<file path="src/rtl/riscv_ctrl_pkg.sv">
// Shared definitions for the multicycle RV32I control unit.
// This file holds the opcode constants, the FSM state encodings, the ALU
// operation codes and the encodings of the datapath select signals.
// The control unit top and the ALU decoder both import it.
package riscv_ctrl_pkg;

  // Main FSM states. The numeric values are visible on the debug output.
  typedef enum logic [3:0] {
    S_FETCH     = 4'd0,
    S_DECODE    = 4'd1,
    S_MEM_ADR   = 4'd2,
    S_MEM_READ  = 4'd3,
    S_MEM_WB    = 4'd4,
    S_MEM_WRITE = 4'd5,
    S_EXEC_R    = 4'd6,
    S_EXEC_I    = 4'd7,
    S_ALU_WB    = 4'd8,
    S_BEQ       = 4'd9,
    S_JAL       = 4'd10,
    S_TRAP      = 4'd11
  } state_e;

  // Major opcodes of the supported instructions.
  localparam logic [6:0] OP_LOAD   = 7'b0000011;
  localparam logic [6:0] OP_STORE  = 7'b0100011;
  localparam logic [6:0] OP_RTYPE  = 7'b0110011;
  localparam logic [6:0] OP_ITYPE  = 7'b0010011;
  localparam logic [6:0] OP_BRANCH = 7'b1100011;
  localparam logic [6:0] OP_JAL    = 7'b1101111;

  // funct3 values that the datapath implements.
  localparam logic [2:0] F3_ADD_SUB = 3'b000;
  localparam logic [2:0] F3_SLT     = 3'b010;
  localparam logic [2:0] F3_XOR     = 3'b100;
  localparam logic [2:0] F3_OR      = 3'b110;
  localparam logic [2:0] F3_AND     = 3'b111;
  localparam logic [2:0] F3_BEQ     = 3'b000;

  // ALU operation codes.
  localparam logic [2:0] ALU_ADD = 3'b000;
  localparam logic [2:0] ALU_SUB = 3'b001;
  localparam logic [2:0] ALU_AND = 3'b010;
  localparam logic [2:0] ALU_OR  = 3'b011;
  localparam logic [2:0] ALU_XOR = 3'b100;
  localparam logic [2:0] ALU_SLT = 3'b101;

  // Result mux select.
  localparam logic [1:0] RES_ALUOUT    = 2'b00;
  localparam logic [1:0] RES_MEMDATA   = 2'b01;
  localparam logic [1:0] RES_ALURESULT = 2'b10;

  // ALU A operand select.
  localparam logic [1:0] SRCA_PC    = 2'b00;
  localparam logic [1:0] SRCA_OLDPC = 2'b01;
  localparam logic [1:0] SRCA_RS1   = 2'b10;

  // ALU B operand select.
  localparam logic [1:0] SRCB_RS2  = 2'b00;
  localparam logic [1:0] SRCB_IMM  = 2'b01;
  localparam logic [1:0] SRCB_FOUR = 2'b10;

  // Memory address select.
  localparam logic ADR_PC     = 1'b0;
  localparam logic ADR_ALUOUT = 1'b1;

endpackage

</file>
<file path="src/rtl/multicycle_control_unit_alu_decoder.sv">
// ALU decoder for the multicycle control unit.
// Maps the instruction funct fields to an ALU operation and flags funct3
// values the datapath does not implement.
// Ports:
//   funct3        in  instruction [14:12]
//   funct7_5      in  instruction [30], selects sub for R-type funct3=000
//   is_rtype      in  1 when the instruction is register-register
//   alu_control   out ALU operation code
//   funct_illegal out 1 when funct3 is not an implemented operation
module alu_decoder
  import riscv_ctrl_pkg::*;
(
  input  logic [2:0] funct3,
  input  logic       funct7_5,
  input  logic       is_rtype,
  output logic [2:0] alu_control,
  output logic       funct_illegal
);

  // funct7_5 only matters for R-type: for I-type that bit belongs to the
  // immediate, so addi must always add.
  always_comb begin
    alu_control   = ALU_ADD;
    funct_illegal = 1'b0;
    case (funct3)
      F3_ADD_SUB: alu_control = (is_rtype && funct7_5) ? ALU_SUB : ALU_ADD;
      F3_AND:     alu_control = ALU_AND;
      F3_OR:      alu_control = ALU_OR;
      F3_XOR:     alu_control = ALU_XOR;
      F3_SLT:     alu_control = ALU_SLT;
      default:    funct_illegal = 1'b1;
    endcase
  end

endmodule

</file>
<file path="src/rtl/multicycle_control_unit.sv">
// Main control FSM for the multicycle RV32I datapath.
// Sequences one instruction at a time (lw, sw, R-type, I-type, beq, jal)
// over a shared instruction/data memory with a mem_ready handshake.
// Ports:
//   clk, rst_n            clock and asynchronous active-low reset
//   opcode, funct3,       fields of the instruction register
//   funct7_5
//   zero                  ALU zero flag, used by beq
//   mem_ready             memory completes the requested access this cycle
//   pc_write, ir_write    PC load, instruction/old-PC register load
//   adr_src               memory address select (PC or ALUOut)
//   mem_read, mem_write   memory strobes
//   reg_write             register file write enable
//   result_src            result mux select
//   alu_src_a, alu_src_b  ALU operand selects
//   alu_control           ALU operation
//   instr_done            one-cycle pulse when an instruction retires
//   illegal_instr         high while trapped
//   state                 current FSM state for debug
module multicycle_control_unit
  import riscv_ctrl_pkg::*;
#(
  parameter bit TRAP_ON_ILLEGAL = 1'b1,
  parameter int STATE_W         = 4
) (
  input  logic               clk,
  input  logic               rst_n,
  input  logic [6:0]         opcode,
  input  logic [2:0]         funct3,
  input  logic               funct7_5,
  input  logic               zero,
  input  logic               mem_ready,
  output logic               pc_write,
  output logic               ir_write,
  output logic               adr_src,
  output logic               mem_read,
  output logic               mem_write,
  output logic               reg_write,
  output logic [1:0]         result_src,
  output logic [1:0]         alu_src_a,
  output logic [1:0]         alu_src_b,
  output logic [2:0]         alu_control,
  output logic               instr_done,
  output logic               illegal_instr,
  output logic [STATE_W-1:0] state
);

  state_e state_q;
  state_e state_d;

  logic [2:0] dec_alu_control;
  logic       dec_funct_illegal;
  logic       is_rtype;

  // Unregistered versions of every output; the real outputs are these
  // gated by rst_n so nothing is requested while reset is held.
  logic       pc_write_c;
  logic       ir_write_c;
  logic       adr_src_c;
  logic       mem_read_c;
  logic       mem_write_c;
  logic       reg_write_c;
  logic [1:0] result_src_c;
  logic [1:0] alu_src_a_c;
  logic [1:0] alu_src_b_c;
  logic [2:0] alu_control_c;
  logic       instr_done_c;
  logic       illegal_instr_c;

  // Where an unsupported instruction goes: a sticky trap, or silently back
  // to fetch so it behaves as a NOP.
  localparam state_e ILLEGAL_TARGET = TRAP_ON_ILLEGAL ? S_TRAP : S_FETCH;

  assign is_rtype = (opcode == OP_RTYPE);

  // The decoder is driven straight from the instruction register, so the
  // same instance serves the legality check in DECODE and the operation
  // select in EXEC_R / EXEC_I.
  alu_decoder u_alu_decoder (
    .funct3        (funct3),
    .funct7_5      (funct7_5),
    .is_rtype      (is_rtype),
    .alu_control   (dec_alu_control),
    .funct_illegal (dec_funct_illegal)
  );

  // State register; reset returns to FETCH immediately, abandoning any
  // instruction in flight.
  always_ff @(posedge clk or negedge rst_n) begin
    if (!rst_n) begin
      state_q <= S_FETCH;
    end else begin
      state_q <= state_d;
    end
  end

  // Next-state and output decode. Everything defaults to inactive and each
  // state raises only what it needs.
  always_comb begin
    state_d         = state_q;
    pc_write_c      = 1'b0;
    ir_write_c      = 1'b0;
    adr_src_c       = ADR_PC;
    mem_read_c      = 1'b0;
    mem_write_c     = 1'b0;
    reg_write_c     = 1'b0;
    result_src_c    = RES_ALUOUT;
    alu_src_a_c     = SRCA_PC;
    alu_src_b_c     = SRCB_RS2;
    alu_control_c   = ALU_ADD;
    instr_done_c    = 1'b0;
    illegal_instr_c = 1'b0;

    case (state_q)
      // Read the instruction at PC and compute PC+4 in the same cycle; the
      // PC and IR only load once memory delivers.
      S_FETCH: begin
        adr_src_c    = ADR_PC;
        mem_read_c   = 1'b1;
        alu_src_a_c  = SRCA_PC;
        alu_src_b_c  = SRCB_FOUR;
        alu_control_c = ALU_ADD;
        result_src_c = RES_ALURESULT;
        pc_write_c   = mem_ready;
        ir_write_c   = mem_ready;
        if (mem_ready) begin
          state_d = S_DECODE;
        end
      end

      // Old PC + immediate lands in ALUOut so BEQ and JAL find their
      // target ready.
      S_DECODE: begin
        alu_src_a_c   = SRCA_OLDPC;
        alu_src_b_c   = SRCB_IMM;
        alu_control_c = ALU_ADD;
        case (opcode)
          OP_LOAD,
          OP_STORE:  state_d = S_MEM_ADR;
          OP_RTYPE:  state_d = dec_funct_illegal ? ILLEGAL_TARGET : S_EXEC_R;
          OP_ITYPE:  state_d = dec_funct_illegal ? ILLEGAL_TARGET : S_EXEC_I;
          OP_BRANCH: state_d = (funct3 == F3_BEQ) ? S_BEQ : ILLEGAL_TARGET;
          OP_JAL:    state_d = S_JAL;
          default:   state_d = ILLEGAL_TARGET;
        endcase
      end

      S_MEM_ADR: begin
        alu_src_a_c   = SRCA_RS1;
        alu_src_b_c   = SRCB_IMM;
        alu_control_c = ALU_ADD;
        state_d       = (opcode == OP_STORE) ? S_MEM_WRITE : S_MEM_READ;
      end

      S_MEM_READ: begin
        adr_src_c  = ADR_ALUOUT;
        mem_read_c = 1'b1;
        if (mem_ready) begin
          state_d = S_MEM_WB;
        end
      end

      S_MEM_WB: begin
        result_src_c = RES_MEMDATA;
        reg_write_c  = 1'b1;
        instr_done_c = 1'b1;
        state_d      = S_FETCH;
      end

      // A store retires in the cycle memory accepts it; there is no
      // separate writeback.
      S_MEM_WRITE: begin
        adr_src_c   = ADR_ALUOUT;
        mem_write_c = 1'b1;
        if (mem_ready) begin
          instr_done_c = 1'b1;
          state_d      = S_FETCH;
        end
      end

      S_EXEC_R: begin
        alu_src_a_c   = SRCA_RS1;
        alu_src_b_c   = SRCB_RS2;
        alu_control_c = dec_alu_control;
        state_d       = S_ALU_WB;
      end

      S_EXEC_I: begin
        alu_src_a_c   = SRCA_RS1;
        alu_src_b_c   = SRCB_IMM;
        alu_control_c = dec_alu_control;
        state_d       = S_ALU_WB;
      end

      S_ALU_WB: begin
        result_src_c = RES_ALUOUT;
        reg_write_c  = 1'b1;
        instr_done_c = 1'b1;
        state_d      = S_FETCH;
      end

      // rs1 - rs2 sets zero; the branch target already sits in ALUOut.
      S_BEQ: begin
        alu_src_a_c   = SRCA_RS1;
        alu_src_b_c   = SRCB_RS2;
        alu_control_c = ALU_SUB;
        result_src_c  = RES_ALUOUT;
        pc_write_c    = zero;
        instr_done_c  = 1'b1;
        state_d       = S_FETCH;
      end

      // PC takes the target from ALUOut while the ALU forms old PC + 4,
      // which ALU_WB then writes into rd.
      S_JAL: begin
        alu_src_a_c   = SRCA_OLDPC;
        alu_src_b_c   = SRCB_FOUR;
        alu_control_c = ALU_ADD;
        result_src_c  = RES_ALUOUT;
        pc_write_c    = 1'b1;
        state_d       = S_ALU_WB;
      end

      S_TRAP: begin
        illegal_instr_c = 1'b1;
        state_d         = S_TRAP;
      end

      default: begin
        state_d = S_FETCH;
      end
    endcase
  end

  // Holding rst_n low must also silence the outputs of the FETCH state the
  // register is parked in.
  assign pc_write      = rst_n & pc_write_c;
  assign ir_write      = rst_n & ir_write_c;
  assign adr_src       = rst_n & adr_src_c;
  assign mem_read      = rst_n & mem_read_c;
  assign mem_write     = rst_n & mem_write_c;
  assign reg_write     = rst_n & reg_write_c;
  assign instr_done    = rst_n & instr_done_c;
  assign illegal_instr = rst_n & illegal_instr_c;
  assign result_src    = rst_n ? result_src_c  : 2'b00;
  assign alu_src_a     = rst_n ? alu_src_a_c   : 2'b00;
  assign alu_src_b     = rst_n ? alu_src_b_c   : 2'b00;
  assign alu_control   = rst_n ? alu_control_c : 3'b000;
  assign state         = STATE_W'(state_q);

endmodule

</file>
<file path="config.mk">
export PLATFORM = sky130hd
export DESIGN_NAME = multicycle_control_unit
export DESIGN_NICKNAME = d
export VERILOG_FILES = /design/src/rtl/riscv_ctrl_pkg.sv /design/src/rtl/multicycle_control_unit_alu_decoder.sv /design/src/rtl/multicycle_control_unit.sv
export SDC_FILE = /design/constraint.sdc
export NUM_CORES = 1
export LEC_CHECK = 0
export CORE_ASPECT_RATIO = 1.1
export CORE_MARGIN = 2
export CORE_UTILIZATION = 42
export CTS_CLUSTER_SIZE = 10
export DETAILED_ROUTE_END_ITERATION = 6
export PLACE_DENSITY = 0.82
export SYNTH_ARGS = -nofsm -noshare
export SYNTH_HDL_FRONTEND = slang
export SYNTH_SLANG_ARGS = --single-unit
</file>
<file path="constraint.sdc">
create_clock -name clk -period 3 [get_ports clk]
set_input_delay 0.3 -clock clk [delete_from_list [all_inputs] [get_ports clk]]
set_output_delay 0.3 -clock clk [all_outputs]
set_load 0.05 [all_outputs]
</file>
* Word-level counts from Yosys, hierarchy flattened
Index checks and enable logic that the tools add are counted.
** Storage, ports and cells
- Bits in registers :: 4
- Bits of input ports :: 15
- Logic and storage cells :: 77
- Output and inout port bits :: 21
** Operators by class
- Reductions and logical operators :: 16
- Equality and inequality tests :: 24
- Multiplexer cells :: 28
- Bitwise operators :: 8
** Operator list (count)
- $pmux 4 s7 :: 1
- $mux 4 :: 5
- $pmux 4 s5 :: 1
- $eq 4x3->1 const B :: 4
- $eq 4x4->1 const B :: 4
- $pmux 3 s5 :: 1
- $eq 7x6->1 const B :: 2
- $eq 7x7->1 const B :: 2
- $reduce_or 2->1 :: 7
- $pmux 2 s2 :: 3
- $eq 3x3->1 const B :: 3
- $reduce_or 3->1 :: 3
- $and 1x1->1 :: 8
- $eq 4x2->1 const B :: 2
- $mux 1 :: 8
- $mux 2 :: 4
- $eq 7x2->1 const B :: 1
- $eq 7x5->1 const B :: 1
- $mux 3 :: 2
- $ne 2x2->1 const B :: 3
- $pmux 3 s2 :: 1
- $reduce_or 5->1 :: 1
- $eq 4x1->1 const B :: 1
- $logic_not 4->1 :: 1
- other kinds (7) :: 7

* Logic depth before layout (Yosys ltp)
- Word-level depth :: 6
- Gate-level depth with buffers :: 6
- Gate-level depth less buffers :: 4

* Hierarchy
A second synthesis with hierarchy kept.
** Second synthesis, totals
- Cell total of the unflattened synthesis :: 104
- Area, all modules :: 708.2 µm²
** By module, submodules not included
- multicycle_control_unit :: cells an instance 97, seq. area each 100.1 µm², instances 1, area each 664.4 µm²
- alu_decoder :: cells an instance 7, seq. area each 0.0 µm², instances 1, area each 43.8 µm²

* Least setup slack after synthesis
OpenSTA, ideal clock, no wires.
- Kind :: register -> output
- Start :: register state_q[1] (netlist: state[1])
- End :: output port alu_src_b[1]
- Buffers on the path :: 1
- Required time :: 2700 ps
- Slack :: 89 ps
- Cell stages (with the launch flop) :: 4
- Arrival :: 2611 ps
- Cells stage by stage :: dfrtp_1 -> buf_2 -> nand2b_1 -> nor4bb_1
** Between the ends
- Longest elaborated chain between the ends :: 4
- Elaborated cells on any way between the ends :: 9
- Classes of those cells :: eq/ne (4); mux (2); reduce/logical (3)
** Ends and longest elaborated chain
- from (decl) :: RTL line multicycle_control_unit.sv:48 : state_e state_q;
- from (signal assigned) :: RTL line multicycle_control_unit.sv:93 : state_q <= state_d;
- $eq 4x1->1 (tied with other cells) :: RTL line multicycle_control_unit.sv:114 : case (state_q)
- $reduce_or 3->1 (no source line) or $reduce_or 2->1 (tied branches)
- $pmux 2 s2 * :: RTL line multicycle_control_unit.sv:114
- $mux 2 * :: RTL line multicycle_control_unit.sv:247 : assign alu_src_b = rst_n ? alu_src_b_c : 2'b00;
- to (decl) :: RTL line multicycle_control_unit.sv:41 : output logic [1:0] alu_src_b,
Every way passes the cells marked *; elsewhere a longest branch is shown, timed or not.

* Worst setup path in the final report
- Start :: register state_q[1] (netlist: state[1])
- End :: output port alu_src_a[0]
** Between the ends
- Longest elaborated chain between the ends :: 4
- Elaborated cells on any way between the ends :: 10
- Classes of those cells :: eq/ne (6); mux (2); reduce/logical (2)
** Ends and longest elaborated chain
- $eq 4x3->1 (tied with other cells) :: RTL line multicycle_control_unit.sv:114
- $reduce_or 4->1 (no source line) or $reduce_or 2->1 (tied branches)
- $pmux 2 s2 * :: RTL line multicycle_control_unit.sv:114
- $mux 2 * :: RTL line multicycle_control_unit.sv:246 : assign alu_src_a = rst_n ? alu_src_a_c : 2'b00;
- to (decl) :: RTL line multicycle_control_unit.sv:40 : output logic [1:0] alu_src_a,
Marks and branches as above.

==> results by group <==
Routing
  – DR WL/cell: around 14 um
  – 1st-iter DRT viols: 23
  – DR vias: around 920
  – Router iterations before antenna repair: 4
  – DRC viols: 0
  – Vias per cell: just under 6
  – Antenna Nets Post-Route: 0
  – Post-Route WL: ~2100 um

Timing
  – RSZ-0062 raised after global routing: false
  – Clock Skew: ~0.0008 ns
  – Slew Limit Headroom: a little under three fifths
  – Setup TNS: 0 ns
  – Final Hold Viols: 0
  – Final Max Tran Viols: 0
  – Setup violators final: 0
  – Max frequency: around 0.38 GHz
  – Final min period: 2.66 ns
  – Final Hold Slack: 0.541 ns
  – Tcrit/Tclk final: 88.6%
  – Worst Max-Slew Pin Slew: 0.642 ns

CTS
  – Worst-path clk slew: 0.04 ns
  – Max Root-Sink Buffers: 2
  – Clock insertion delay at the later pin of the skew report: about 0.23 ns
  – Postcts setup bufs: 0
  – TritonCTS buffer count: 3
  – Post-CTS Resized: 0
  – CTS tree: done
  – Htree depth: 1
  – Clock Sinks: 4
  – Clk root buf: clkbuf_4
  – Hold buffer count at CTS: 0

Placed design
  – PortBufs: 35
  – GPL Wtd Cong: between 0.8 and 0.9
  – DP Area: 1040 um2
  – Post-DP HPWL: 1630 um

Die
  – Ports: 36
  – Die ar.: roughly 2000 um2
  – Floorplan row count: 15
  – Initial Util: 44.5%
  – Die width: around 43 um
  – Die Height: 46.9 um
  – CORE AREA: 1580 um2

Global routing
  – Largest net degree at the start of global routing: 24
  – Initial antenna violation count: 0
  – Overall global routing resource usage: 21.6%
  – Total gr overflow: 0
  – Vias in the first global route: ~770
  – First-pass GRT wire length: 3340 um

Pwr
  – Peak supply drop: 0.637 mV
  – Sw frac: 59.7%
  – Switch Pwr: 663 uW
  – Combinational group share of total power: 76.6%
  – Total leakage power: 0.000424 uW
  – P_int: 447 uW
  – Sequential power share: 17.5%
  – PD cells: between 1000 and 1500 nW/um2
  – Clock Power Share: between 5 and 6%

Synth
  – Post-synth cell types: 38
  – Ys Warns: 0
  – Syn_area_per_cell: 6.50 um2
  – Post-synthesis sequential area ratio: 14.3%
  – Asr flop ratio synth: 100%
  – Mapped Area: 702 um2
  – Area leader, netlist: dfrtp_1
  – Mapped Nets: 123
  – Cell count after synthesis: 108
  – Main flop type after synthesis: dfrtp_1
  – Synth top area cells: dfrtp_1, nor2_1, nand2_1, a21oi_1, nor2b_1
  – Synth top area share: between 10% and 20%
  – Yosys reg bits: 4
  – Post-synth EDFFs: 0

Outcome
  – Status: finished, final reports clean

Critical path
  – Critical path peak fanout: 23
  – CP Class: register to output port
  – Worst Setup End Kind: output port
  – WP data required: approximately 2.7 ns
  – Critical Path Start Type: register
  – Arr. time, crit path: about 2.4 ns

Finish
  – Inserted Diodes: 0
  – Max reg flops: 4
  – Layout cells sized above 1: under 10%
  – Final Cell Area: 1060 um2
  – Final nets: 158
  – Area Growth Syn to Fin: 51.5%

Run
  – Max_cap viols: 0

Worst hold path
  – Hold Path Class: input port to async pin
==> worst paths after layout <==
check	start	end	slack [ns]	cells after the start
worst max-delay path	state[1]	alu_src_a[0]	0.34	4
worst min-delay path	rst_n	state[3]	0.54	2
worst max register to register	state[3]	state[1]	1.33	3
worst min register to register	state[0]	state[2]	0.79	3
max in group asynchronous	rst_n	state[1]	2.35	2
min in group clk	opcode[0]	state[0]	0.77	3
==> cells in the mapped netlist, types with 2 or more instances <==
master and number:
nand3_1 4, nor3b_1 3, inv_1 3, a21oi_1 8, a31oi_1 4, nor2_1 15, xnor2_1 2, buf_2 7
o21ai_0 4, nor3_1 5, and3b_1 2, nor2b_1 6, and3_1 2, dfrtp_1 4, nand2b_1 4, and2_1 2
nand2_1 12
==> cell families after synthesis <==
logic type	Yosys count	synth area share (%)
DFF	4	14.3
muxes	1	1.43
AOI/OAI and AO/OA	26	24.2
and+or+nand+nor	64	49.7
xor gates and xnor gates	3	3.74
buffers and inverters	10	6.59
==> through the flow <==
step	worst slack [ns]	util (%)	std cells	power [uW]
finish	0.343	67.5	158	1110
global route	0.210	67.5	158	1190
global placement	0.518	66.0	155	1030
floorplan	0.0888	-	108	804
CTS	0.360	67.5	158	1110
detailed placement	0.478	66.0	155	1040
==> metal layers <==
metal  global-route usage (%)  share of wire (%)
met4                     7.27               0.56
met5                        0                  0
met3                     1.54                6.7
met2                     42.1                 50
met1                     25.5                 43
==> layout make-up <==
type | count | area, um2
timing repair buffer | 37 | 353
inverter | 3 | 11.3
fill | 149 | 513
clock buffer | 3 | 22.5
tap | 17 | 21.3
sequential | 4 | 100
multi-input combinational | 94 | 556
==> layout by cell type (no fill, tap or decap), types with 2 or more instances in the layout <==
master           count
clkbuf_4             3
nand2_1             12
nor2_1              15
o21ai_0              4
inv_1                3
and3b_1              2
a31oi_1              4
nor3_1               5
xnor2_1              2
nor3b_1              3
buf_4                7
nand2b_1             4
and2_1               2
nand3_1              4
dfrtp_1              4
nor2b_1              6
a21oi_1              8
and3_1               2
clkdlybuf4s50_1     30
==> power by group through the flow <==
stage               registers (uW)  clock network [uW]  logic (uW)
floorplan                      192                   0         612
global placement               189                   0         840
detailed placement             191                   0         850
CTS                            190                64.5         852
global route                   205                69.6         913
finish                         194                64.9         850
==> worst max-delay path: stages, from the launching register on <==
cell and delay, ns:
dfrtp_1 0.60, nand2b_1 0.35, o22a_1 0.24, nor2_1 0.11, clkdlybuf4s50_1 0.81
Note: power is estimated with default switching activity, not from simulation.
